===== src/rtl/grf.sv =====
// grf -- 31 x 32-bit general register file with a write-back trace port.
//
// Register 0 has no storage and always reads zero. Two combinational read
// ports, one write port. A write commits on the rising clock edge when
// we=1, wa!=0 and reset_n is high. Each commit is reported one cycle later
// on the trace outputs and counted in a saturating counter.
//
// Parameters
//   BYPASS   1: a committing write is forwarded to a read port addressing
//               the same register in the same cycle.
//            0: reads return stored contents only.
//   CNT_W    width of the committed-write counter
//
// Ports
//   clk          clock, rising edge
//   reset_n      asynchronous active-low reset
//   ra1, ra2     read addresses (rs, rt)
//   rd1, rd2     read data
//   we, wa, wd   write enable / address / data
//   pc           PC of the writing instruction (trace only)
//   trace_valid  one-cycle pulse per committed write
//   trace_pc     PC of the reported write
//   trace_addr   register number of the reported write
//   trace_data   value of the reported write
//   wr_count     committed writes since reset, saturating
module grf #(
    parameter int BYPASS = 1,
    parameter int CNT_W  = 16
) (
    input  logic             clk,
    input  logic             reset_n,
    input  logic [4:0]       ra1,
    input  logic [4:0]       ra2,
    output logic [31:0]      rd1,
    output logic [31:0]      rd2,
    input  logic             we,
    input  logic [4:0]       wa,
    input  logic [31:0]      wd,
    input  logic [31:0]      pc,
    output logic             trace_valid,
    output logic [31:0]      trace_pc,
    output logic [4:0]       trace_addr,
    output logic [31:0]      trace_data,
    output logic [CNT_W-1:0] wr_count
);

    logic [31:0]      r_regs [1:31];
    logic             r_trace_valid;
    logic [31:0]      r_trace_pc;
    logic [4:0]       r_trace_addr;
    logic [31:0]      r_trace_data;
    logic [CNT_W-1:0] r_wr_count;

    logic             w_commit;
    logic [31:0]      w_rd1;
    logic [31:0]      w_rd2;

    // reset_n is part of the qualifier so that a write held on the bus
    // during reset neither commits nor leaks through the bypass path.
    assign w_commit = reset_n && we && (wa != 5'd0);

    // Register storage; cleared asynchronously.
    always_ff @(posedge clk or negedge reset_n) begin
        if (!reset_n) begin
            for (int i = 1; i < 32; i++) begin
                r_regs[i] <= 32'h0;
            end
        end else if (w_commit) begin
            r_regs[wa] <= wd;
        end
    end

    // Trace payload is only loaded on a commit, so it holds its last value
    // while trace_valid is low.
    always_ff @(posedge clk or negedge reset_n) begin
        if (!reset_n) begin
            r_trace_valid <= 1'b0;
            r_trace_pc    <= 32'h0;
            r_trace_addr  <= 5'd0;
            r_trace_data  <= 32'h0;
        end else begin
            r_trace_valid <= w_commit;
            if (w_commit) begin
                r_trace_pc   <= pc;
                r_trace_addr <= wa;
                r_trace_data <= wd;
            end
        end
    end

    // Saturating commit counter.
    always_ff @(posedge clk or negedge reset_n) begin
        if (!reset_n) begin
            r_wr_count <= '0;
        end else if (w_commit && (r_wr_count != {CNT_W{1'b1}})) begin
            r_wr_count <= r_wr_count + CNT_W'(1);
        end
    end

    // Combinational read ports. Both ports use the identical rule, so equal
    // addresses always give equal data.
    always_comb begin
        w_rd1 = 32'h0;
        if (ra1 != 5'd0) begin
            if ((BYPASS != 0) && w_commit && (ra1 == wa)) begin
                w_rd1 = wd;
            end else begin
                w_rd1 = r_regs[ra1];
            end
        end
    end

    always_comb begin
        w_rd2 = 32'h0;
        if (ra2 != 5'd0) begin
            if ((BYPASS != 0) && w_commit && (ra2 == wa)) begin
                w_rd2 = wd;
            end else begin
                w_rd2 = r_regs[ra2];
            end
        end
    end

    assign rd1         = w_rd1;
    assign rd2         = w_rd2;
    assign trace_valid = r_trace_valid;
    assign trace_pc    = r_trace_pc;
    assign trace_addr  = r_trace_addr;
    assign trace_data  = r_trace_data;
    assign wr_count    = r_wr_count;

    // Simulation-only guard: an unknown write control at the clock edge is
    // an error. The commit qualifier evaluates false on X, so nothing is
    // written in that case.
    always @(posedge clk) begin
        if (reset_n) begin
            assert (!$isunknown({we, wa}));
        end
    end

endmodule


===== config.mk =====
export PLATFORM = sky130hd
export DESIGN_NAME = grf
export DESIGN_NICKNAME = d
export VERILOG_FILES = /design/src/rtl/grf.sv
export SDC_FILE = /design/constraint.sdc
export NUM_CORES = 2
export LEC_CHECK = 0
export ABC_AREA = 1
export CORE_MARGIN = 5
export CORE_UTILIZATION = 27
export CTS_CLUSTER_DIAMETER = 60
export DETAILED_ROUTE_END_ITERATION = 8
export PLACE_DENSITY = 0.4
export SYNTH_ARGS = -nofsm -noshare
export SYNTH_HDL_FRONTEND = slang
export SYNTH_SLANG_ARGS = --single-unit

===== constraint.sdc =====
create_clock -name clk -period 2.45 [get_ports clk]
set_clock_uncertainty 0.1 [all_clocks]
set_input_delay 0.3675 -clock clk [delete_from_list [all_inputs] [get_ports clk]]
set_output_delay 0.3675 -clock clk [all_outputs]
set_load 0.01 [all_outputs]

# Yosys cells after proc, flatten, opt, wreduce, memory -nomap -nowiden
# Index checks and enable logic that the tools add are counted.
# W data, S select, Z words.
# classes
n_bitwise	3
n_addsub	1
mux	13
eq_ne	3
order_cmp	4
reduce_logical	9
# op_table
op	n
$bwmux W992	1
$bmux W32 S5	2
$mux W32	9
$demux W32 S5	1
$ge A6 B6 Y1 const B	3
$not A5 Y6	3
$add A16 B1 Y16 const B	1
$ne A16 B16 Y1 const B	1
$reduce_bool A5 Y1	3
$eq A5 B5 Y1	2
$logic_and A1 B1 Y1	6
$lt A6 B1 Y1 const B	1
# totals
ff_bits	1078
inputBits	82
out_inout_bits	150
wordCells	69

# Logic depth before layout (Yosys ltp)
# depth
depth_word	6
depth_mapped	13
mapped_depth_nobuf	10

# Worst setup path after synthesis
# OpenSTA, ideal clock, no wires.
# synth_path
path_type	input to output
start	input port wa[4]
end	output port rd2[0]
t_arrival_ns	1.799
slack_ns	0.183
path_stages	12
path_buffers	3
required_ns	1.982
cell_sequence	buf_2 -> clkinv_2 -> nand2_4 -> nor2_4 -> nand2_2 -> nand2_4 -> inv_4 -> buf_12 -> nand2_2 -> buf_2 -> nand3_1 -> nand2_1
# synth_between
elab_chain_cells	5
elab_cells_between_ends	6
cone_classes	1 x eq/ne; 2 x mux; 3 x reduce/logical
# synth_lines
item	line	source
start, declared	37	input logic [4:0] wa,
$reduce_bool A5 Y1	60	assign w_commit = reset_n && we && (wa != 5'd0);
$logic_and A1 B1 Y1	60	
$logic_and A1 B1 Y1 (*)	116	if ((BYPASS != 0) && w_commit && (ra2 == wa)) begin
$mux W32 (*)	116	
$mux W32 (*)	115	if (ra2 != 5'd0) begin
end, declared	35	output logic [31:0] rd2,
# Every way passes the cells marked *; elsewhere a longest branch is shown, timed or not.

# Final worst setup path
# layout_path
start	register r_regs[833] (netlist name)
end	output port rd2[1]
# layout_between
elab_chain_cells	5
# layout_lines
item	line	source
start, declared	47	logic [31:0] r_regs [1:31];
start signal, assigned by index	69	r_regs[wa] <= wd;
$bmux W32 S5	119	w_rd2 = r_regs[ra2];
$mux W32 (implied by the code) (2 in series)	119	
$mux W32	116	
$mux W32	115	
# No other way between the ends. The select of a mux whose other input is x is not followed.

==> impl.org <==
** Layout
- The filler cells instantiated in the layout total around 23k.
- Leaving out fill and tap cells, the most frequent cell in the layout is sky130_fd_sc_hd__nand2_1.
- In the final layout, the share of cells above drive strength 1 is between 20% and 30%.
- The multi-input combinational cells in the finished layout cover a total of approximately 0.034 mm².
- The sequential cells in the finished layout cover a total of between 0.02 and 0.03 mm².
- Relative to the synthesized area, the layout overhead comes to 39.8%.
- Nets :: approximately 9.7k
- The library cells used most frequently in the layout, excluding fill and tap cells, are sky130_fd_sc_hd__nand2_1 (3210), sky130_fd_sc_hd__nand3_1 (1099), sky130_fd_sc_hd__dfrtp_1 (1077).

** Routing
- Count of TritonRoute iterations in the first routing pass :: 8
- Final antenna-violating net count :: 0
- For this block, the routed nets add up to just over 300000 µm of wire.
- In the routed design, unresolved DRC markers number 0.
- In the final routed layout, each cell accounts on average for roughly 24 µm.
- DRC marker count from the first detailed-route iteration :: approximately 6k
- Vias per Instance :: 5.09
- Total number of vias :: around 65k

** GRT
- Total routing resource utilization after global routing :: between 20% and 30%
- Total global routing overflow :: 0
- Maximum number of pins on one net before global-route repair :: 140
- The via count of the first global-routing pass was approximately 63k.
- Global-route wire length before repair :: around 450000 µm
- Number of antenna violations at the first check in global routing :: 9

** Logic synthesis
- Library cell occupying the most area in the post-synthesis netlist :: sky130_fd_sc_hd__dfrtp_1
- Area fraction in compound gates after synthesis :: ~8.4%
- Sequential-to-total area share from yosys stat :: between 40% and 50%
- Synth Cell Area :: approximately 0.062 mm²
- Number of library cell types mapped by synthesis :: 32
- Synth Flop Type :: sky130_fd_sc_hd__dfrtp_1
- Number of synthesis warnings :: 0
- The synthesized design devotes to its leading area cell type 43.8% of total area.
- Of the total synthesized cell area, the portion taken by full adders, half adders and majority gates is less than 1%.
- Measured against the total synthesized area, the mux share comes to 0%.
- Summing the areas of all xor and xnor instances in the mapped netlist gives 0.256% of the synthesized area.
- Fraction of registers with async set/reset :: 100%
- EDFF count, synth :: 0
- A synthesized cell averages 6.74 µm².
- Synthesis produced a netlist with a net count of slightly above 9k.
- Ranked by total cell area, the synthesized netlist is headed by sky130_fd_sc_hd__dfrtp_1 (44%), sky130_fd_sc_hd__nand2_1 (20%), sky130_fd_sc_hd__nand3_1 (15%).
- Synthesis inferred 1078 register bits.
- Synthesis handed over a netlist of about 9k instances.
- Area share of and/or/nand/nor cells after synthesis :: ~37%
- Dominant combinational cell family by area after synthesis :: simple AND/OR/NAND/NOR gates

** Floorplanning
- Pin placement for this block handled 232 I/O pins.
- Row generation in the floorplan step produced between 150 and 200 rows.
- DIE AREA :: between 0.2 and 0.25 mm²
- Once the floorplan was initialized, standard cells occupied between 20% and 30% of the core.
- In this run the vertical extent of the chip is approximately 490 µm.
- After floorplanning, the core was sized to cover ~0.23 mm².
- From left edge to right edge, the die measures between 400 and 500 µm.

** Worst setup path
- The critical path is of the reg -> out type.
- CP arrival :: about 2200 ps
- The endpoint identified for the worst register-to-register timing path is wr_count[3].
- At the worst endpoint, the required time is 1980 ps.
- Delay of the slowest cell on the worst path :: between 300 and 400 ps
- Startpoint Class :: flip-flop
- Cell type with the highest occurrence count on the critical path :: sky130_fd_sc_hd__nand3_2
- Cell breakdown of the critical path :: buf_6 > nand2_4 > nand3_2 > nand2_2 > nand2_2 > nand3_4 > nand3_2 > buf_6 > nand3_2 > nand2_1 > buf_2
- Slowest-stage cell, CP :: sky130_fd_sc_hd__dfrtp_1
- Across all register-to-register paths, the minimum setup slack is roughly 400 ps.
- STA classifies the critical path endpoint as an output port.
- The worst register-to-register path begins at wr_count[1].
- Cell depth of the worst flop-to-flop path :: 10
- CP Max Fanout :: 2

** Placed design
- Gp weighted congestion :: about 0.85
- The wire-length estimate of the detail-placed layout is 202000 µm.
- Post-Place Worst Slack :: -1100 ps
- The count of buffers added on input and output ports is around 230.

** CTS
- For the worst-skew pair, the clock arrives at the later sink with an insertion delay of ~800 ps.
- TritonCTS built the clock tree.
- Clock buffers created by TritonCTS :: 151
- Maximum clock path buffer count :: 3
- Clock root buffer :: sky130_fd_sc_hd__clkbuf_16
- Clock tree synthesis found a total of roughly 1.1k sinks.
- The H-tree was split into 4 levels.
- Clock-pin slew was measured on the worst setup and hold paths at ~50 ps.

** STA
- The final critical path takes up 107% of the cycle.
- Number of hold violations in the final report :: 0
- The routed design could run at a clock period as short as between 2000 and 3000 ps.
- In this run the tightest slew margin relative to its limit is 28.5%.
- Derived from the worst setup path, the maximum achievable clock frequency is between 300 and 400 MHz.
- The max-slew violation total from the final report is 0.
- In the post-route analysis, the smallest setup slack over all paths is -181 ps.
- Final setup viols :: 64
- For the final routed database, the setup TNS stands at -5300 ps.
- At the pin with the least slew margin, the transition time is 1070 ps.
- RSZ-0062 raised after global routing :: yes

** Power
- Power density over cell area :: a little under 700 mW/mm²
- Worst ir drop on vdd :: ~0.73 mV
- For this design the static power due to leakage is 41.1 nW.
- The design draws 0.0589 W.

** Run status
- The flow ran to the end, but the final reports show violations.
- Failing checks :: setup timing

** Min path
- Tightest Hold Check Type :: in -> async

** Job
- The tool flagged a number of max-cap violations equal to 0.
## cells by family after synthesis
kind of cell | after synthesis
AOI/OAI and AO/OA | 1035
adders and majority gates | 1
buffers and inverters | 1642
DFF | 1078
xor gates and xnor gates | 18
and+or+nand+nor | 5361
## what timing repair did
item,in CTS,in global routing
hold endpoints to repair,490,0
gates cloned,8,2
hold buffers,36,0
endpoints found under the setup margin,118,133
buffers inserted,43,94
pin swaps,286,440
resized for setup,979,865
## per-layer routing
layer	up-vias	wire length, µm	part of all wire, %	global-route usage [%]
li1	30000	-	-	-
met1	31800	133000	43	33.9
met2	2307	141000	46	41.0
met3	594	17800	5.8	3.13
met4	2	15200	4.9	10.3
met5	-	13	0.0042	0
## Yosys cell counts (11+ instances only)
master and count:
sky130_fd_sc_hd__o21ai_1 587, sky130_fd_sc_hd__nand3_1 1902, sky130_fd_sc_hd__inv_1 890, sky130_fd_sc_hd__nand2_1 3359, sky130_fd_sc_hd__clkbuf_1 528, sky130_fd_sc_hd__nand2_2 20, sky130_fd_sc_hd__buf_2 151, sky130_fd_sc_hd__dfrtp_1 1078
sky130_fd_sc_hd__a21oi_1 32, sky130_fd_sc_hd__o21ai_0 416, sky130_fd_sc_hd__buf_1 54, sky130_fd_sc_hd__xor2_1 11, sky130_fd_sc_hd__nor2_1 45
## flip-flops by register name (all words and copies together) (netlist names)
signal       cells
trace_pc        32
trace_data      32
r_regs         992
trace_addr       5
trace_valid      1
wr_count        16
## worst max-delay path: cells and delay by family (launching register included)
family        cells  cell delay [ps]
simple gates      8              540
buf+inv           3              420
flops             1              390
## layout make-up
| cell class | count | area share [%] |
|---|---|---|
| Antenna cell | 6 | 0.0175 |
| Inverter | 902 | 4.04 |
| Multi-Input combinational cell | 6415 | 39.7 |
| Clock inverter | 68 | 0.899 |
| Sequential cell | 1078 | 31.4 |
| Clock buffer | 209 | 5.14 |
| Tap cell | 3009 | 4.38 |
| Timing Repair Buffer | 1029 | 14.5 |
## stage by stage
step	cell area, µm²	std cells	util, %	hold WS (ps)
final	86000	12700	37.9	74.4
after CTS	82400	12600	36.3	8.89
after global placement	73300	12300	32.3	295
after floorplan	61500	9135	-	-28.1
after global routing	86000	12700	37.9	57.6
after detailed placement	73300	12300	32.3	288
## worst max path at each step
stage	cells past startpoint	slack, ps	endpoint	startpoint
after detailed placement	13	-1100	rd2[6]	wa[4]
final	11	-180	rd2[1]	r_regs[833]
after global placement	13	-1160	rd2[6]	wa[4]
after global routing	11	-290	rd2[1]	r_regs[833]
after floorplan	12	180	rd2[0]	wa[4]
after CTS	10	-520	rd2[30]	r_regs[510]
## where the power goes
group          internal [W]  leakage [nW]  switching, W
Sequential           0.0203          14.1       0.00154
Combinational       0.00548          24.5       0.00855
Clock                0.0138          2.53       0.00923
Total                0.0396          41.1        0.0193
Note: power is estimated with default switching activity, not from simulation.
